===== src/rtl/cam_pkg.sv =====
// rtl/cam_pkg.sv - shared widths and capture FSM state type for the frame capture slice
package cam_pkg;
    localparam int DATA_W = 10;
    localparam int CNT_W  = 12;

    typedef enum logic [2:0] {
        IDLE,
        ARM,
        SOF,
        CAP,
        DRAIN
    } capture_state_t;
endpackage


===== src/rtl/frame_capture_ctrl_if.sv =====
// rtl/frame_capture_ctrl_if.sv - camera pixel stream in, window pixel write port out
interface frame_capture_ctrl_if #(
    parameter int DATA_W = cam_pkg::DATA_W
);
    logic              fv;
    logic              lv;
    logic              pix_en;
    logic [DATA_W-1:0] pix_data;
    logic              wr_valid;
    logic [DATA_W-1:0] wr_data;
    logic              wr_last;
    logic              wr_ready;

    modport master (
        input  fv, lv, pix_en, pix_data, wr_ready,
        output wr_valid, wr_data, wr_last
    );

    modport slave (
        output fv, lv, pix_en, pix_data, wr_ready,
        input  wr_valid, wr_data, wr_last
    );
endinterface


===== src/rtl/pixel_window_counter.sv =====
// rtl/pixel_window_counter.sv - registers the camera stream, tracks col/row and flags window pixels
module pixel_window_counter #(
    parameter int DATA_W = cam_pkg::DATA_W,
    parameter int CNT_W  = cam_pkg::CNT_W
) (
    input  logic              clk,
    input  logic              reset_n,
    input  logic              fv,
    input  logic              lv,
    input  logic              pix_en,
    input  logic [DATA_W-1:0] pix_data,
    input  logic [CNT_W-1:0]  x0,
    input  logic [CNT_W-1:0]  y0,
    input  logic [CNT_W-1:0]  w,
    input  logic [CNT_W-1:0]  h,
    output logic              fv_lvl,
    output logic              fv_rise,
    output logic              fv_fall,
    output logic              px_vld,
    output logic              px_last,
    output logic [DATA_W-1:0] px_data
);
    localparam logic [CNT_W-1:0] CNT_MAX = '1;
    localparam logic [CNT_W-1:0] ONE     = 1;
    localparam logic [CNT_W:0]   ONE_E   = 1;

    logic              fv_r_q, fv_r_d, lv_r_q, lv_r_d, pen_r_q, pen_r_d;
    logic              fv_p_q, fv_p_d, lv_p_q, lv_p_d;
    logic [DATA_W-1:0] dat_r_q, dat_r_d;
    logic [CNT_W-1:0]  col_q, col_d, row_q, row_d;
    logic              line_pix_q, line_pix_d;
    logic              px_vld_q, px_vld_d, px_last_q, px_last_d;
    logic [DATA_W-1:0] px_data_q, px_data_d;

    logic              lv_fall, pix, in_x, in_y;
    logic [CNT_W:0]    col_e, row_e, x_end, y_end;

    always_comb begin
        fv_r_d     = fv;
        lv_r_d     = lv;
        pen_r_d    = pix_en;
        dat_r_d    = pix_data;
        fv_p_d     = fv_r_q;
        lv_p_d     = lv_r_q;
        col_d      = col_q;
        row_d      = row_q;
        line_pix_d = line_pix_q;

        fv_rise = fv_r_q & ~fv_p_q;
        fv_fall = ~fv_r_q & fv_p_q;
        lv_fall = ~lv_r_q & lv_p_q;
        pix     = pen_r_q & lv_r_q & fv_r_q;

        // One extra bit on the window ends so x0+w never wraps
        col_e = {1'b0, col_q};
        row_e = {1'b0, row_q};
        x_end = {1'b0, x0} + {1'b0, w};
        y_end = {1'b0, y0} + {1'b0, h};
        in_x  = (col_e >= {1'b0, x0}) && (col_e < x_end);
        in_y  = (row_e >= {1'b0, y0}) && (row_e < y_end);

        px_vld_d  = pix & in_x & in_y;
        px_last_d = (col_e == x_end - ONE_E) && (row_e == y_end - ONE_E);
        px_data_d = dat_r_q;

        if (pix) begin
            col_d      = (col_q == CNT_MAX) ? col_q : col_q + ONE;
            line_pix_d = 1'b1;
        end
        if (lv_fall) begin
            col_d      = '0;
            line_pix_d = 1'b0;
            if (line_pix_q) row_d = (row_q == CNT_MAX) ? row_q : row_q + ONE;
        end
        if (fv_rise) begin
            col_d      = '0;
            row_d      = '0;
            line_pix_d = 1'b0;
        end
    end

    always_ff @(posedge clk) begin
        if (!reset_n) begin
            fv_r_q     <= 1'b0;
            lv_r_q     <= 1'b0;
            pen_r_q    <= 1'b0;
            dat_r_q    <= '0;
            fv_p_q     <= 1'b0;
            lv_p_q     <= 1'b0;
            col_q      <= '0;
            row_q      <= '0;
            line_pix_q <= 1'b0;
            px_vld_q   <= 1'b0;
            px_last_q  <= 1'b0;
            px_data_q  <= '0;
        end else begin
            fv_r_q     <= fv_r_d;
            lv_r_q     <= lv_r_d;
            pen_r_q    <= pen_r_d;
            dat_r_q    <= dat_r_d;
            fv_p_q     <= fv_p_d;
            lv_p_q     <= lv_p_d;
            col_q      <= col_d;
            row_q      <= row_d;
            line_pix_q <= line_pix_d;
            px_vld_q   <= px_vld_d;
            px_last_q  <= px_last_d;
            px_data_q  <= px_data_d;
        end
    end

    assign fv_lvl  = fv_r_q;
    assign px_vld  = px_vld_q;
    assign px_last = px_last_q;
    assign px_data = px_data_q;
endmodule


===== src/rtl/frame_capture_ctrl.sv =====
// rtl/frame_capture_ctrl.sv - single-frame window capture sequencer with one-entry output register
module frame_capture_ctrl #(
    parameter int DATA_W = cam_pkg::DATA_W,
    parameter int CNT_W  = cam_pkg::CNT_W
) (
    input  logic                 clk,
    input  logic                 reset_n,
    input  logic                 start,
    input  logic                 abort,
    input  logic [CNT_W-1:0]     cfg_x0,
    input  logic [CNT_W-1:0]     cfg_y0,
    input  logic [CNT_W-1:0]     cfg_w,
    input  logic [CNT_W-1:0]     cfg_h,
    frame_capture_ctrl_if.master bus,
    output logic                 busy,
    output logic                 done,
    output logic                 overflow,
    output logic                 short_frame
);
    import cam_pkg::*;

    capture_state_t    state_q, state_d;
    logic [CNT_W-1:0]  x0_q, x0_d, y0_q, y0_d, w_q, w_d, h_q, h_d;
    logic              wr_valid_q, wr_valid_d, wr_last_q, wr_last_d;
    logic [DATA_W-1:0] wr_data_q, wr_data_d;
    logic              done_q, done_d, ovf_q, ovf_d, short_q, short_d;

    logic              fv_lvl, fv_rise, fv_fall, px_vld, px_last, accept;
    logic [DATA_W-1:0] px_data;

    pixel_window_counter #(.DATA_W(DATA_W), .CNT_W(CNT_W)) u_counter (
        .clk     (clk),
        .reset_n (reset_n),
        .fv      (bus.fv),
        .lv      (bus.lv),
        .pix_en  (bus.pix_en),
        .pix_data(bus.pix_data),
        .x0      (x0_q),
        .y0      (y0_q),
        .w       (w_q),
        .h       (h_q),
        .fv_lvl  (fv_lvl),
        .fv_rise (fv_rise),
        .fv_fall (fv_fall),
        .px_vld  (px_vld),
        .px_last (px_last),
        .px_data (px_data)
    );

    always_comb begin
        state_d    = state_q;
        x0_d       = x0_q;
        y0_d       = y0_q;
        w_d        = w_q;
        h_d        = h_q;
        wr_valid_d = wr_valid_q;
        wr_data_d  = wr_data_q;
        wr_last_d  = wr_last_q;
        done_d     = 1'b0;
        ovf_d      = ovf_q;
        short_d    = short_q;
        accept     = wr_valid_q & bus.wr_ready;

        if (accept) begin
            wr_valid_d = 1'b0;
            wr_last_d  = 1'b0;
        end

        case (state_q)
            IDLE: if (start) begin
                x0_d    = cfg_x0;
                y0_d    = cfg_y0;
                w_d     = cfg_w;
                h_d     = cfg_h;
                ovf_d   = 1'b0;
                short_d = 1'b0;
                state_d = (cfg_w == '0 || cfg_h == '0) ? DRAIN : ARM;
            end
            ARM: if (!fv_lvl) state_d = SOF;
            SOF: if (fv_rise) state_d = CAP;
            CAP: begin
                if (px_vld) begin
                    // A dropped last pixel still ends the window, just without wr_last
                    if (!wr_valid_q || accept) begin
                        wr_valid_d = 1'b1;
                        wr_data_d  = px_data;
                        wr_last_d  = px_last;
                    end else begin
                        ovf_d = 1'b1;
                    end
                    if (px_last) state_d = DRAIN;
                end else if (fv_fall) begin
                    short_d = 1'b1;
                    state_d = DRAIN;
                end
            end
            DRAIN: if (!wr_valid_q) begin
                done_d  = 1'b1;
                state_d = IDLE;
            end
            default: state_d = IDLE;
        endcase

        if (abort) begin
            state_d    = IDLE;
            x0_d       = x0_q;
            y0_d       = y0_q;
            w_d        = w_q;
            h_d        = h_q;
            wr_valid_d = 1'b0;
            wr_last_d  = 1'b0;
            done_d     = 1'b0;
            ovf_d      = ovf_q;
            short_d    = short_q;
        end
    end

    always_ff @(posedge clk) begin
        if (!reset_n) begin
            state_q    <= IDLE;
            x0_q       <= '0;
            y0_q       <= '0;
            w_q        <= '0;
            h_q        <= '0;
            wr_valid_q <= 1'b0;
            wr_data_q  <= '0;
            wr_last_q  <= 1'b0;
            done_q     <= 1'b0;
            ovf_q      <= 1'b0;
            short_q    <= 1'b0;
        end else begin
            state_q    <= state_d;
            x0_q       <= x0_d;
            y0_q       <= y0_d;
            w_q        <= w_d;
            h_q        <= h_d;
            wr_valid_q <= wr_valid_d;
            wr_data_q  <= wr_data_d;
            wr_last_q  <= wr_last_d;
            done_q     <= done_d;
            ovf_q      <= ovf_d;
            short_q    <= short_d;
        end
    end

    assign bus.wr_valid = wr_valid_q;
    assign bus.wr_data  = wr_data_q;
    assign bus.wr_last  = wr_last_q;
    assign busy         = (state_q != IDLE);
    assign done         = done_q;
    assign overflow     = ovf_q;
    assign short_frame  = short_q;
endmodule


===== src/flat_wrapper.sv =====
// flat-port wrapper written by rule: the top's interface ports become plain ports
module frame_capture_ctrl_flat import cam_pkg::*;
#(
    parameter int DATA_W = cam_pkg::DATA_W,
    parameter int CNT_W  = cam_pkg::CNT_W
)
  (clk, reset_n, start, abort, cfg_x0, cfg_y0, cfg_w, cfg_h, busy, done, overflow, short_frame, bus_fv, bus_lv, bus_pix_en, bus_pix_data, bus_wr_ready, bus_wr_valid, bus_wr_data, bus_wr_last);
  frame_capture_ctrl_if #(.DATA_W(DATA_W)) bus_i ();
  input  logic clk;
  input  logic reset_n;
  input  logic start;
  input  logic abort;
  input  logic [CNT_W-1:0] cfg_x0;
  input  logic [CNT_W-1:0] cfg_y0;
  input  logic [CNT_W-1:0] cfg_w;
  input  logic [CNT_W-1:0] cfg_h;
  output logic busy;
  output logic done;
  output logic overflow;
  output logic short_frame;
  input wire logic [$bits(bus_i.fv)-1:0] bus_fv;
  input wire logic [$bits(bus_i.lv)-1:0] bus_lv;
  input wire logic [$bits(bus_i.pix_en)-1:0] bus_pix_en;
  input wire logic [$bits(bus_i.pix_data)-1:0] bus_pix_data;
  input wire logic [$bits(bus_i.wr_ready)-1:0] bus_wr_ready;
  output wire logic [$bits(bus_i.wr_valid)-1:0] bus_wr_valid;
  output wire logic [$bits(bus_i.wr_data)-1:0] bus_wr_data;
  output wire logic [$bits(bus_i.wr_last)-1:0] bus_wr_last;
  assign bus_i.fv = bus_fv;
  assign bus_i.lv = bus_lv;
  assign bus_i.pix_en = bus_pix_en;
  assign bus_i.pix_data = bus_pix_data;
  assign bus_i.wr_ready = bus_wr_ready;
  assign bus_wr_valid = bus_i.wr_valid;
  assign bus_wr_data = bus_i.wr_data;
  assign bus_wr_last = bus_i.wr_last;
  frame_capture_ctrl #(.DATA_W(DATA_W), .CNT_W(CNT_W)) u_core (.clk(clk), .reset_n(reset_n), .start(start), .abort(abort), .cfg_x0(cfg_x0), .cfg_y0(cfg_y0), .cfg_w(cfg_w), .cfg_h(cfg_h), .bus(bus_i), .busy(busy), .done(done), .overflow(overflow), .short_frame(short_frame));
endmodule

===== config.mk =====
export PLATFORM = sky130hd
export DESIGN_NAME = frame_capture_ctrl_flat
export DESIGN_NICKNAME = d
export VERILOG_FILES = /design/src/rtl/cam_pkg.sv /design/src/rtl/frame_capture_ctrl_if.sv /design/src/rtl/pixel_window_counter.sv /design/src/rtl/frame_capture_ctrl.sv /design/src/flat_wrapper.sv
export SDC_FILE = /design/constraint.sdc
export NUM_CORES = 1
export LEC_CHECK = 0
export ABC_CLOCK_PERIOD_IN_PS = 3100
export CAP_MARGIN = 20
export CORE_MARGIN = 2
export CORE_UTILIZATION = 40
export CTS_CLUSTER_DIAMETER = 100
export CTS_CLUSTER_SIZE = 28
export DETAILED_ROUTE_END_ITERATION = 10
export HOLD_SLACK_MARGIN = 0.1
export SETUP_SLACK_MARGIN = 0.02
export SLEW_MARGIN = 15
export SYNTH_ARGS = -nofsm -noshare
export SYNTH_HDL_FRONTEND = slang
export SYNTH_SLANG_ARGS = --single-unit

===== constraint.sdc =====
create_clock -name clk -period 3.1 [get_ports clk]
set_input_delay 0.775 -clock clk [delete_from_list [all_inputs] [get_ports clk]]
set_output_delay 0.775 -clock clk [all_outputs]
set_load 0.02 [all_outputs]

### Yosys cells after proc, flatten, opt, wreduce, memory -nomap -nowiden

Index checks and enable logic that the tools add are counted.

| word-level totals | value |
|---|---|
| bits in registers | 118 |
| output and inout bits | 16 |
| logic and storage cells | 114 |

| operators by class | value |
|---|---|
| reduce and logical (&&, ||, !) cells | 22 |
| add/sub/neg operators | 6 |
| order comparisons | 4 |
| bitwise logic cells | 16 |
| equality and inequality tests | 18 |
| multiplexer cells | 25 |

Operator list:

| cell | number |
|---|---|
| 12-bit by 12-bit adder with 13-bit output | 2 |
| 12-bit by 13-bit == test with 1-bit output | 2 |
| 12-bit by 13-bit less-than comparator with 1-bit output | 2 |
| 13-bit by 1-bit subtractor with 13-bit output, second input constant | 2 |
| 12-bit by 1-bit adder with 12-bit output, second input constant | 2 |
| 12-bit == test, second input constant | 2 |
| 12-bit >= comparator | 2 |
| 12-bit logical NOT | 2 |
| 3-bit 2-to-1 mux | 8 |
| 3-bit one-hot mux with 5 select lines | 1 |
| 1-bit 2-to-1 mux | 14 |
| 2-bit inequality test, second input constant | 6 |
| 5-bit AND reduction | 2 |
| 3-bit AND reduction | 3 |
| 1-bit AND | 8 |
| 1-bit NOT | 8 |
| 3-bit by 2-bit == test with 1-bit output, second input constant | 2 |
| 6-bit AND reduction | 1 |
| 3-bit OR reduction | 2 |
| 2-bit by 1-bit inequality test with 1-bit output, second input constant | 2 |
| 1-bit one-hot mux with 2 select lines | 2 |
| 2-bit OR reduction | 2 |
| 3-bit by 1-bit == test with 1-bit output, second input constant | 1 |
| 3-bit == test, second input constant | 1 |
| 9 further kinds | 12 |

### Longest topological paths before layout

| depth | value |
|---|---|
| depth after elaboration | 5 |
| depth in mapped cells | 18 |

### Modules after synthesis

A second synthesis with hierarchy kept.

| second synthesis, totals | value |
|---|---|
| cell total of the unflattened synthesis | 882 |
| area, all modules | 7,473.4 um^2 |

Modules (own cells, without submodules):

| module | area each (um^2) | times used | seq. area each (um^2) | cells each |
|---|---|---|---|---|
| pixel_window_counter | 4,817.1 | 1 | 1,041.0 | 577 |
| frame_capture_ctrl | 2,656.3 | 1 | 1,321.3 | 305 |

### Worst setup path after synthesis

No wires, ideal clock.

| timing path | value |
|---|---|
| path type | reg-to-reg |
| start | register u_core.x0_q[0] |
| end | register u_core.u_counter.px_vld_q (netlist: u_core.u_counter.px_vld) |
| setup slack | -121 ps |
| required time | 3,008 ps |
| arrival | 3,129 ps |
| stages on the path, launching flop included | 19 |
| clock period less this slack | 3,221 ps |
| setup time | 92 ps |
| cells stage by stage | dfxtp_1 ha_1 inv_1 fa_1 nor2b_1 o2111ai_1 a221oi_2 and2_1 inv_2 ha_1 a21oi_1 nor2b_1 o21ai_0 nand2b_1 a21oi_1 o21ai_0 o211ai_1 a21oi_1 nor4_1 |

| between the ends | value |
|---|---|
| longest elaborated chain between the ends | 5 |
| elaborated cells between the ends (all ways) | 6 |
| those cells by class | add/sub: 1; order compare: 2; bitwise: 2; reduce/logical: 1 |

Ends and longest elaborated chain:

| what | RTL line | RTL |
|---|---|---|
| start: declaration | frame_capture_ctrl.sv:23 | `logic [CNT_W-1:0] x0_q, x0_d, y0_q, y0_d, w_q, w_d, h_q, h_d;` |
| start signal: assignment | frame_capture_ctrl.sv:121 | `x0_q <= '0;` |
| start signal: assignment | frame_capture_ctrl.sv:133 | `x0_q <= x0_d;` |
| 12-bit by 12-bit adder with 13-bit output | pixel_window_counter.sv:57 | `x_end = {1'b0, x0} + {1'b0, w};` |
| 12-bit by 13-bit less-than comparator with 1-bit output | pixel_window_counter.sv:59 | `in_x = (col_e >= {1'b0, x0}) && (col_e < x_end);` |
| 1-bit logical AND * | pixel_window_counter.sv:59 |  |
| 1-bit AND * (2 in series) | pixel_window_counter.sv:62 | `px_vld_d = pix & in_x & in_y;` |
| end signal: assignment | pixel_window_counter.sv:106 | `px_vld_q <= px_vld_d;` |
| end: declaration | pixel_window_counter.sv:32 | `logic px_vld_q, px_vld_d, px_last_q, px_last_d;` |

Mark *: on every way between the ends. The rest lies on a longest branch, timed or not.
A chain may end at the register's enable or synchronous reset.

### Final worst setup path

Ends and elaborated chain as after synthesis.

==> results.yml <==
detailed_routing:
  dr_wl_met3_um: 957
  wl_met2_mm: 8.22
  drt-total-wl_mm: 19.1
  antenna_left: 0
  via_per_inst: 5.14
  dr_total_vias: 6611
  wl_met1_mm: 9.75
  drt-initial-drc-count: 278
  drtPass1Iterations: 4
  drc: 0
  post_drt_wl_per_cell_um: 14.9
  highest_layer: "met4"
power_and_ir_drop:
  p_int_mw: 3.14
  pwr-share-comb_pct: 20.7
  switching_share_pct: 29.1
  leakagePower_nw: 3.86
  power_mw: 4.43
  cellPowerDensity_nw_per_um2: 450
  p_switching_mw: 1.29
  p_seq_share_pct: 36.0
  irDropWorstVdd_mv: 0.374
  pwr-share-clk_pct: 43.3
yosys:
  synthFlopType: "dfxtp_1"
  ys_types: 77
  ys_warn_count: 0
  synth.avg_cell_area_sq_um: 8.42
  synthesis.area_sq_um: 7680
  yosysTopAreaCell: "dfxtp_1"
  ys_ff_latch: 118
  syn_nets: 1054
  synth_edf_count: 0
  async_flop_share_pct: 0
  synth_top_area_share_pct: 30.8
  syn_inst: 912
  yosysSeqAreaShare_pct: 30.8
  netlist_top_cells_area: "dfxtp_1 (31%), ha_1 (12%), nand2_1 (6.0%), a21boi_0 (4.8%), xnor2_1 (3.8%)"
placed_design:
  port_buffers: 81
  gp_congestion: 0.843
  place_inst: 1248
  dp_hpwl_mm: 14.5
  place_ws_ns: -0.113
worst_setup_path:
  endpoint_kind: "flip-flop"
  cp_max_fo: 3
  r2r-start: "u_core.x0_q[0]$_SDFFE_PN0P_"
  required_ns: 3.43
  startpoint: "u_core.x0_q[0]$_SDFFE_PN0P_"
  arrival_ns: 3.47
  start_kind: "flip-flop"
  critPathKind: "reg -> reg"
grt:
  grt_pass1_wl_mm: 31.6
  grt_max_degree: 86
  overflow: 0
  grt_pass1_vias: 6398
  antenna_found_initial: 0
  grt.total_usage_pct: 19.4
flow_run:
  cap_viol_max_count: 0
timing:
  drv_slew: 0
  hold_viol: 0
  rsz0062_at_grt: "true"
  period_needed_ns: 3.14
  slew_headroom_pct: 52.9
  setup_viol: 1
  setup_ws_ns: -0.0374
  fin_worst_skew_ns: 0.00923
  max_freq_mhz: 319
  hold_slack_ns: 0.428
  fin_crit_sh_pct: 101
  fin_tns_setup_ns: -0.0374
  worst_pin_slew_ns: 0.702
floorplanning:
  dieHeight_um: 143
  dieArea_sq_um: 20300
  dieWidth_um: 143
  core_region_area_sq_um: 18800
  rows: 50
  start_util_pct: 40.9
  io_pins: 82
finish:
  finalNonFillerCells: 1285
  drive_gt1_share_pct: 14.9
  nets: 1180
  synthToLayoutAreaGrowth_pct: 28.2
  num_antenna_cells: 0
outcome:
  violations: "negative setup slack"
  status: "complete, but fails checks"
cts:
  cts_made_buffers: 17
  clkLatencyLatePin_ns: 0.42
  path_clk_slew_ns: 0.06
  cts_tree: "built"
  cts-root-buf: "clkbuf_16"
  cts_hold_buf: 0
  numClockSinks: 118
  clockBufferDepth: 2
  htree_levels: 4
min_path:
  min_from: "u_core.u_counter.dat_r_q[1]$_SDFF_PN0_"
  hp-class: "reg -> reg"
-- power groups by stage --
| stage | clock network [mW] | logic [mW] | registers [mW] |
|---|---|---|---|
| floorplan | 0 | 0.587 | 1.62 |
| global placement | 0 | 0.875 | 1.63 |
| detailed placement | 0 | 0.879 | 1.63 |
| CTS | 1.96 | 0.904 | 1.59 |
| global route | 2.03 | 1.02 | 1.60 |
| finish | 1.92 | 0.919 | 1.59 |
-- path summary, 6_finish.rpt --
kind                            cells after the start  slack, ns                                      to
worst max-delay path                               18      -0.04      u_core.u_counter.px_vld$_SDFF_PN0_
worst min-delay path                                1       0.43  u_core.u_counter.px_data[1]$_SDFF_PN0_
worst max register to register                     18      -0.04      u_core.u_counter.px_vld$_SDFF_PN0_
worst min register to register                      1       0.43  u_core.u_counter.px_data[1]$_SDFF_PN0_
-- routing by layer --
metal  vias to the layer above  global-route usage (%)
met4                         0                    5.52
met3                        15                    4.17
met5                         -                       0
met2                       105                    29.6
met1                      3033                    27.6
li1                       3458                       -
-- sequential cells by signal, indices dropped and copies added (netlist names) --
name	flops
u_core.y0_q	12
u_core.bus.wr_valid	1
u_core.state_q	3
u_core.u_counter.lv_p_d	1
u_core.u_counter.px_vld	1
u_core.x0_q	12
u_core.h_q	12
u_core.done	1
u_core.u_counter.fv_lvl	1
u_core.u_counter.line_pix_q	1
u_core.u_counter.lv_p_q	1
u_core.w_q	12
u_core.u_counter.row_q	12
u_core.u_counter.fv_p_q	1
u_core.bus.wr_data	10
u_core.u_counter.pen_r_q	1
u_core.bus.wr_last	1
u_core.u_counter.px_data	10
u_core.u_counter.dat_r_q	10
u_core.u_counter.col_q	12
u_core.short_frame	1
u_core.overflow	1
u_core.u_counter.px_last	1
-- cells in the mapped netlist, types with 10 or more instances --
cell type	instances
inv_1	56
and2_1	28
a21oi_1	48
dfxtp_1	118
nor2_1	54
ha_1	74
nand2b_1	10
clkbuf_1	26
a21boi_0	49
nor2b_1	21
o21ai_0	23
xor2_1	20
nand3_1	20
nand2_1	123
nor3_1	15
nand4_1	12
a21o_1	12
mux2i_1	14
xnor2_1	33
-- cells by family after synthesis --
family	share of synthesized area [%]
flops	30.8
simple gates	23.4
fa+ha+maj	12.6
buf+inv	4.53
mux	2.02
compound gates	19.5
xor+xnor	7.17
-- cell type report --
cell class | count | area, sq um
clock buffer | 17 | 425
clock inverter | 15 | 141
fill | 1808 | 8920
inverter | 58 | 218
multi-input combinational | 704 | 5160
sequential | 118 | 2370
tap | 234 | 293
timing repair buffer | 139 | 1240
-- placed cells by master, fill, tap and decap left out, types with 5 or more instances in the layout --
cell,synthesis,final
nand3_1,20,19
ha_1,74,67
o21a_1,9,9
and2_1,28,27
o31ai_1,7,7
clkbuf_16,0,17
a21oi_1,48,45
xor2_1,20,16
dfxtp_1,118,113
a31oi_1,7,7
or3_1,9,9
o21ai_0,23,19
a21o_1,12,12
nor3_1,15,14
a211oi_1,5,5
nor2_1,54,54
nand2b_1,10,8
o21ai_1,3,7
nand4_1,12,12
clkdlybuf4s50_1,0,80
a21boi_0,49,49
nor2b_1,21,20
nand2_1,123,123
inv_1,56,55
xnor2_1,33,30
inv_6,0,7
dfxtp_2,0,5
and3_1,8,8
mux2i_1,14,14
o211ai_1,9,9
nor4_1,9,7
buf_4,0,58
-- worst max-delay path, cell delays in order, from the launching register on --
cell and delay, ns:
dfxtp_2 0.35, ha_4 0.14, inv_2 0.03, fa_2 0.36, nor2b_2 0.15, o2111ai_2 0.14, a221oi_2 0.31, and2_4 0.20
inv_2 0.05, ha_4 0.21, a21oi_2 0.14, nor2b_1 0.06, o21ai_1 0.11, nand2b_1 0.07, a21oi_1 0.12, o21ai_1 0.10
o211ai_1 0.18, a21oi_1 0.09, nor4_1 0.25
-- timing repair --
action                                  in CTS  in global routing
pin swaps                                   22                 14
endpoints found under the setup margin       2                  2
gates cloned                                 0                  0
setup buffers                                3                  2
hold endpoints to repair                     0                  0
gates resized for setup                     15                 17
-- metrics by stage --
stage	utilization (%)	cell area, sq um
6_report	52.5	9840
5_1_grt	52.5	9840
4_1_cts	51.9	9740
3_5_place_dp	48.4	9080
3_3_place_gp	48.4	9080
2_1_floorplan	-	7710
(Power assumes the default switching activity.)
==> patch 1, RTL diff (same settings) <==
The package constant `DATA_W` goes from 10 to 8.
--- a/src/rtl/cam_pkg.sv
+++ b/src/rtl/cam_pkg.sv
@@ -1,5 +1,5 @@
 // rtl/cam_pkg.sv - shared widths and capture FSM state type for the frame capture slice
 package cam_pkg;
-    localparam int DATA_W = 10;
+    localparam int DATA_W = 8;
     localparam int CNT_W  = 12;
 
Ports: changed (resized bus_pix_data and bus_wr_data); port bits go from 82 to 78. The function was not compared with the original's and may differ.
==> patch 1 against the unedited design <==
- the run still ends with setup timing left
- sequential cell count shrank 6
- total power shrank 19%
- wire length decreased by 11%
- worst hold slack improved by 10 ps
- area after synthesis fell by 9.6%
- worst setup slack lost 150 ps
- first-iteration DRC count increased by 1.1%
- final cell count fell by 7.9%
- final area down 8.5%
- critical endpoint is now u_core.u_counter.px_last
- largest cell class unchanged
==> patch 1: results (changes against the unedited design) <==
outcome: "complete, but fails checks"
violated_checks: "setup timing"
final_wtd_congestion: 0.833  # -1.2%
cts_made_buffers: 9  # -8
finalNetCount: 1094  # -7.3%
detail_route.iter0.violations: 281  # +1.1%
slew-limit-headroom_pct: 50.4  # -2.5 points
timing.setup.tns_ps: -231  # -193 ps
hold_path_startpoint: "u_core.u_counter.dat_r_q[6]"
fin_skew_ps: 10.8  # +1.62 ps
met3RoutedLength_um: 761  # -20%
power.leakage_uw: 0.00361  # -6.4%
place_worst_setup_slack_ps: -282  # -169 ps
via_to_cell_ratio: 5.03  # -2.2%
synth.yosys.seq_area_share_pct: 32.3  # +1.5 points
insertion_delay_ps: 370  # -50 ps
reg2regPathDepth: 12  # -6
netlist_top_cells_count: "sky130_fd_sc_hd__nand2_1 (130), sky130_fd_sc_hd__dfxtp_1 (112), sky130_fd_sc_hd__ha_1 (74), sky130_fd_sc_hd__a21boi_0 (50), sky130_fd_sc_hd__nor2_1 (46)"
layout-drive-gt1-share_pct: 15.5  # +0.60 points
critical_path_peak_fanout: 3  # unchanged
setup_viol: 2  # +1
worst_setup_hold_path_clk_slew_ps: 90  # +30 ps
wl_met2_mm: 7.48  # -8.9%
power.share.switching_pct: 29.9  # +0.73 points
grt_max_degree: 82  # -4.7%
placement.io_buffers: 77  # -4.9%
synth.net_count: 962  # -8.7%
yosysUniqueCellTypes: 59  # -23%
grt_pass1_vias: 5547  # -13%
synth.area.top_cells: "sky130_fd_sc_hd__dfxtp_1 (32%), sky130_fd_sc_hd__ha_1 (13%), sky130_fd_sc_hd__nand2_1 (7.0%), sky130_fd_sc_hd__a21boi_0 (5.4%), sky130_fd_sc_hd__xnor2_1 (4.4%)"
grt_pass1_wl_mm: 27.6  # -13%
crit-reg2reg-capture: "u_core.u_counter.px_last"
arr_time_crit_path_ps: 3550  # +80 ps
detail_route.wirelength.met1_mm: 8.66  # -11%
drt_wl_total_mm: 17.1  # -11%
crit_path_max_incr_delay_ps: 570  # +210 ps
grt_util_all_layers_pct: 19.0  # -0.47 points
min_to: "u_core.u_counter.px_data[6]"
layout_setup_ws_ps: -192  # -155 ps
fill_cells: 1643  # -9.1%
startpoint_of_the_lowest_slack_register_to_register_path: "u_core.h_q[0]"
==> patch 1: cell count changes after synthesis, sizes merged, moves of 8 or more <==
cell,before,now
nor2,56,46
inv,58,44
nand2,123,131
and2,29,21
xor2,20,33
a21oi,49,33
==> patch 1: cells by family after synthesis <==
group	synth area share, %
muxes	1.46
and+or+nand+nor	20.9
adders and majority gates	14.1
xor gates and xnor gates	9.61
AOI/OAI and AO/OA	17.8
DFF	32.3
buffers and inverters	3.84
==> patch 1: layout make-up <==
class	count	area share [%]
Sequential cell	112	25.0
Multi-Input combinational cell	639	52.0
Clock inverter	7	1.01
Timing Repair Buffer	148	14.6
Inverter	44	1.83
Tap cell	225	3.13
Clock buffer	9	2.50
==> patch 1: power groups by stage <==
stage | logic [µW] | registers, µW | clock network, µW
floorplan | 488 | 1540 | 0
global placement | 796 | 1540 | 0
detailed placement | 802 | 1540 | 0
CTS | 821 | 1510 | 1260
global route | 942 | 1520 | 1300
finish | 850 | 1510 | 1230
==> patch 1: timing repair <==
action                                  CTS  global route
pin swaps                                13            19
hold buffers                              0             0
endpoints found under the setup margin    2             2
gates resized for setup                  20            26
buffers inserted                          1             4
==> patch 1: worst max-delay path: cells and delay by family (launching register included) <==
kind | cells | cell delay, ps
adders and majority gates | 3 | 920
AOI/OAI and AO/OA | 4 | 880
and+or+nand+nor | 2 | 740
DFF | 1 | 360
xor gates and xnor gates | 2 | 260
buffers and inverters | 1 | 30
==> patch 1: worst max path at each step <==
stage	cells past startpoint	from	slack (ps)	end
global route	13	u_core.w_q[0]	-500	u_core.u_counter.px_last
detailed placement	13	u_core.w_q[0]	-280	u_core.u_counter.px_last
finish	12	u_core.h_q[0]	-190	u_core.u_counter.px_last
CTS	12	u_core.y0_q[0]	-280	u_core.u_counter.px_last
floorplan	13	u_core.x0_q[0]	7	u_core.u_counter.px_last
global placement	13	u_core.w_q[0]	-210	u_core.u_counter.px_last
==> patch 1: metal layers <==
layer | track usage, % | vias up
li1 | - | 3111
met4 | 4.40 | 0
met5 | 0 | -
met2 | 29.4 | 83
met3 | 4.08 | 11
met1 | 26.9 | 2752
==> patch 1: per-stage QoR <==
stage | cells | util [%] | hold slack (ps)
4_1_cts | 1181 | 51.7 | 438
2_1_floorplan | 822 | - | 412
3_3_place_gp | 1164 | 49.3 | 413
3_5_place_dp | 1164 | 49.3 | 417
6_report | 1184 | 52.6 | 438
5_1_grt | 1184 | 52.6 | 448
==> patch 2, RTL diff (same settings) <==
Made on the original files. Reset style: asynchronous (`reset_n`), changed in 2 clocked blocks.
--- a/src/rtl/pixel_window_counter.sv
+++ b/src/rtl/pixel_window_counter.sv
@@ -80,5 +80,5 @@
     end
 
-    always_ff @(posedge clk) begin
+    always_ff @(posedge clk or negedge reset_n) begin
         if (!reset_n) begin
             fv_r_q     <= 1'b0;
--- a/src/rtl/frame_capture_ctrl.sv
+++ b/src/rtl/frame_capture_ctrl.sv
@@ -116,5 +116,5 @@
     end
 
-    always_ff @(posedge clk) begin
+    always_ff @(posedge clk or negedge reset_n) begin
         if (!reset_n) begin
             state_q    <= IDLE;
Behaviour: differs if reset_n is asserted again (counterexample within 4 cycles, from zero or initial values and one cycle with reset_n low); with reset_n held inactive, the same outputs for 10 cycles.
==> patch 2 against the unedited design <==
- the flow still finishes with violations (setup timing)
- sequential cell count is the same
- utilization grew 0.56 points
- first-iteration DRC count shrank 9.0%
- final area grew 0.39%
- worst setup slack lost 130 ps
- wire length shrank 5.8%
- via count shrank 6.3%
- synthesized cell count shrank 14%
- highest routed layer unchanged
- area after synthesis shrank 1.1%
- largest cell class unchanged
Power is not compared: it rests on default switching activity, and its combinational part moved more than twofold at a synthesized area within 25%.
==> patch 2: results (changes against the unedited design) <==
outcome: "complete, but fails checks"
violated_checks: "setup timing"
stdcell_count: 1185  # -7.8%
grt_max_degree: 80  # -7.0%
critical_path_peak_fanout: 6  # +3
synth.area.top_cells: "sky130_fd_sc_hd__dfrtp_1 (39%), sky130_fd_sc_hd__ha_1 (12%), sky130_fd_sc_hd__mux2_2 (5.0%), sky130_fd_sc_hd__nor2_1 (3.1%), sky130_fd_sc_hd__xor2_1 (3.1%)"
timing.setup.tns_ps: -312  # -274 ps
crit_slowest_cell: "sky130_fd_sc_hd__or4_1"
place_worst_setup_slack_ps: -337  # -224 ps
crit_path_max_incr_delay_ps: 530  # +170 ps
netlist_top_cells_count: "sky130_fd_sc_hd__dfrtp_1 (118), sky130_fd_sc_hd__ha_1 (74), sky130_fd_sc_hd__nor2_1 (63), sky130_fd_sc_hd__nand2_1 (57), sky130_fd_sc_hd__inv_1 (56)"
via_to_cell_ratio: 5.23  # +1.6%
critPathTopFamily: "simple AND/OR/NAND/NOR gates"
synth.net_count: 925  # -12%
layout_setup_ws_ps: -166  # -129 ps
worst_hold_slack_ps: 343  # -85.0 ps
ys_async_sr_fraction_pct: 100  # +100 points
detail_route.iter0.violations: 253  # -9.0%
drt_pass1_iterations: 5  # +1
post-layout-total-power_uw: 12300
synthXorXnorAreaFrac_pct: 6.97  # -0.20 points
crit_path_start: "u_core.y0_q[1]"
worst_setup_hold_path_clk_slew_ps: 60  # about the same
synth_compound_area_share_pct: 16.2  # -3.3 points
finalNetCount: 1081  # -8.4%
yosysUniqueCellTypes: 71  # -7.8%
fin_skew_ps: 9.72  # +0.486 ps
min_path_type: "in -> async"
wl_per_cell_um: 15.2  # +2.2%
synth.yosys.seq_area_share_pct: 38.9  # +8.1 points
setup_viol: 2  # +1
final_wtd_congestion: 0.815  # -3.3%
synth_top_flop_cell: "sky130_fd_sc_hd__dfrtp_1"
layout-drive-gt1-share_pct: 19.7  # +4.7 points
cell_area_placed_mm2: 0.00922  # +1.5%
reg2regPathDepth: 12  # -6
patch 2: timing repair:
| action | 4_1_cts | 5_1_grt |
|---|---|---|
| pin swaps | 1 | 9 |
| resized for setup | 6 | 11 |
| endpoints found under the setup margin | 2 | 2 |
| setup buffers | 0 | 3 |
patch 2: layout make-up:
cell class	count	area (µm²)	area share, %
clock buffers	17	425	4.30
clock inverters	14	128	1.29
inverters	56	210	2.13
multi-input cells	586	4450	45.0
flip-flops and latches	118	2950	29.9
well taps	234	293	2.96
repair buffers	160	1430	14.4
patch 2: metal layers:
| layer | part of all wire, % | routed length (µm) | up-vias | global-route usage (%) |
|---|---|---|---|---|
| met5 | 0 | 0 | - | 0 |
| met4 | 1.6 | 285 | 0 | 5.63 |
| met3 | 2.7 | 483 | 16 | 3.48 |
| met2 | 51 | 9200 | 93 | 34.5 |
| met1 | 45 | 8060 | 2977 | 22.7 |
| li1 | - | - | 3110 | - |
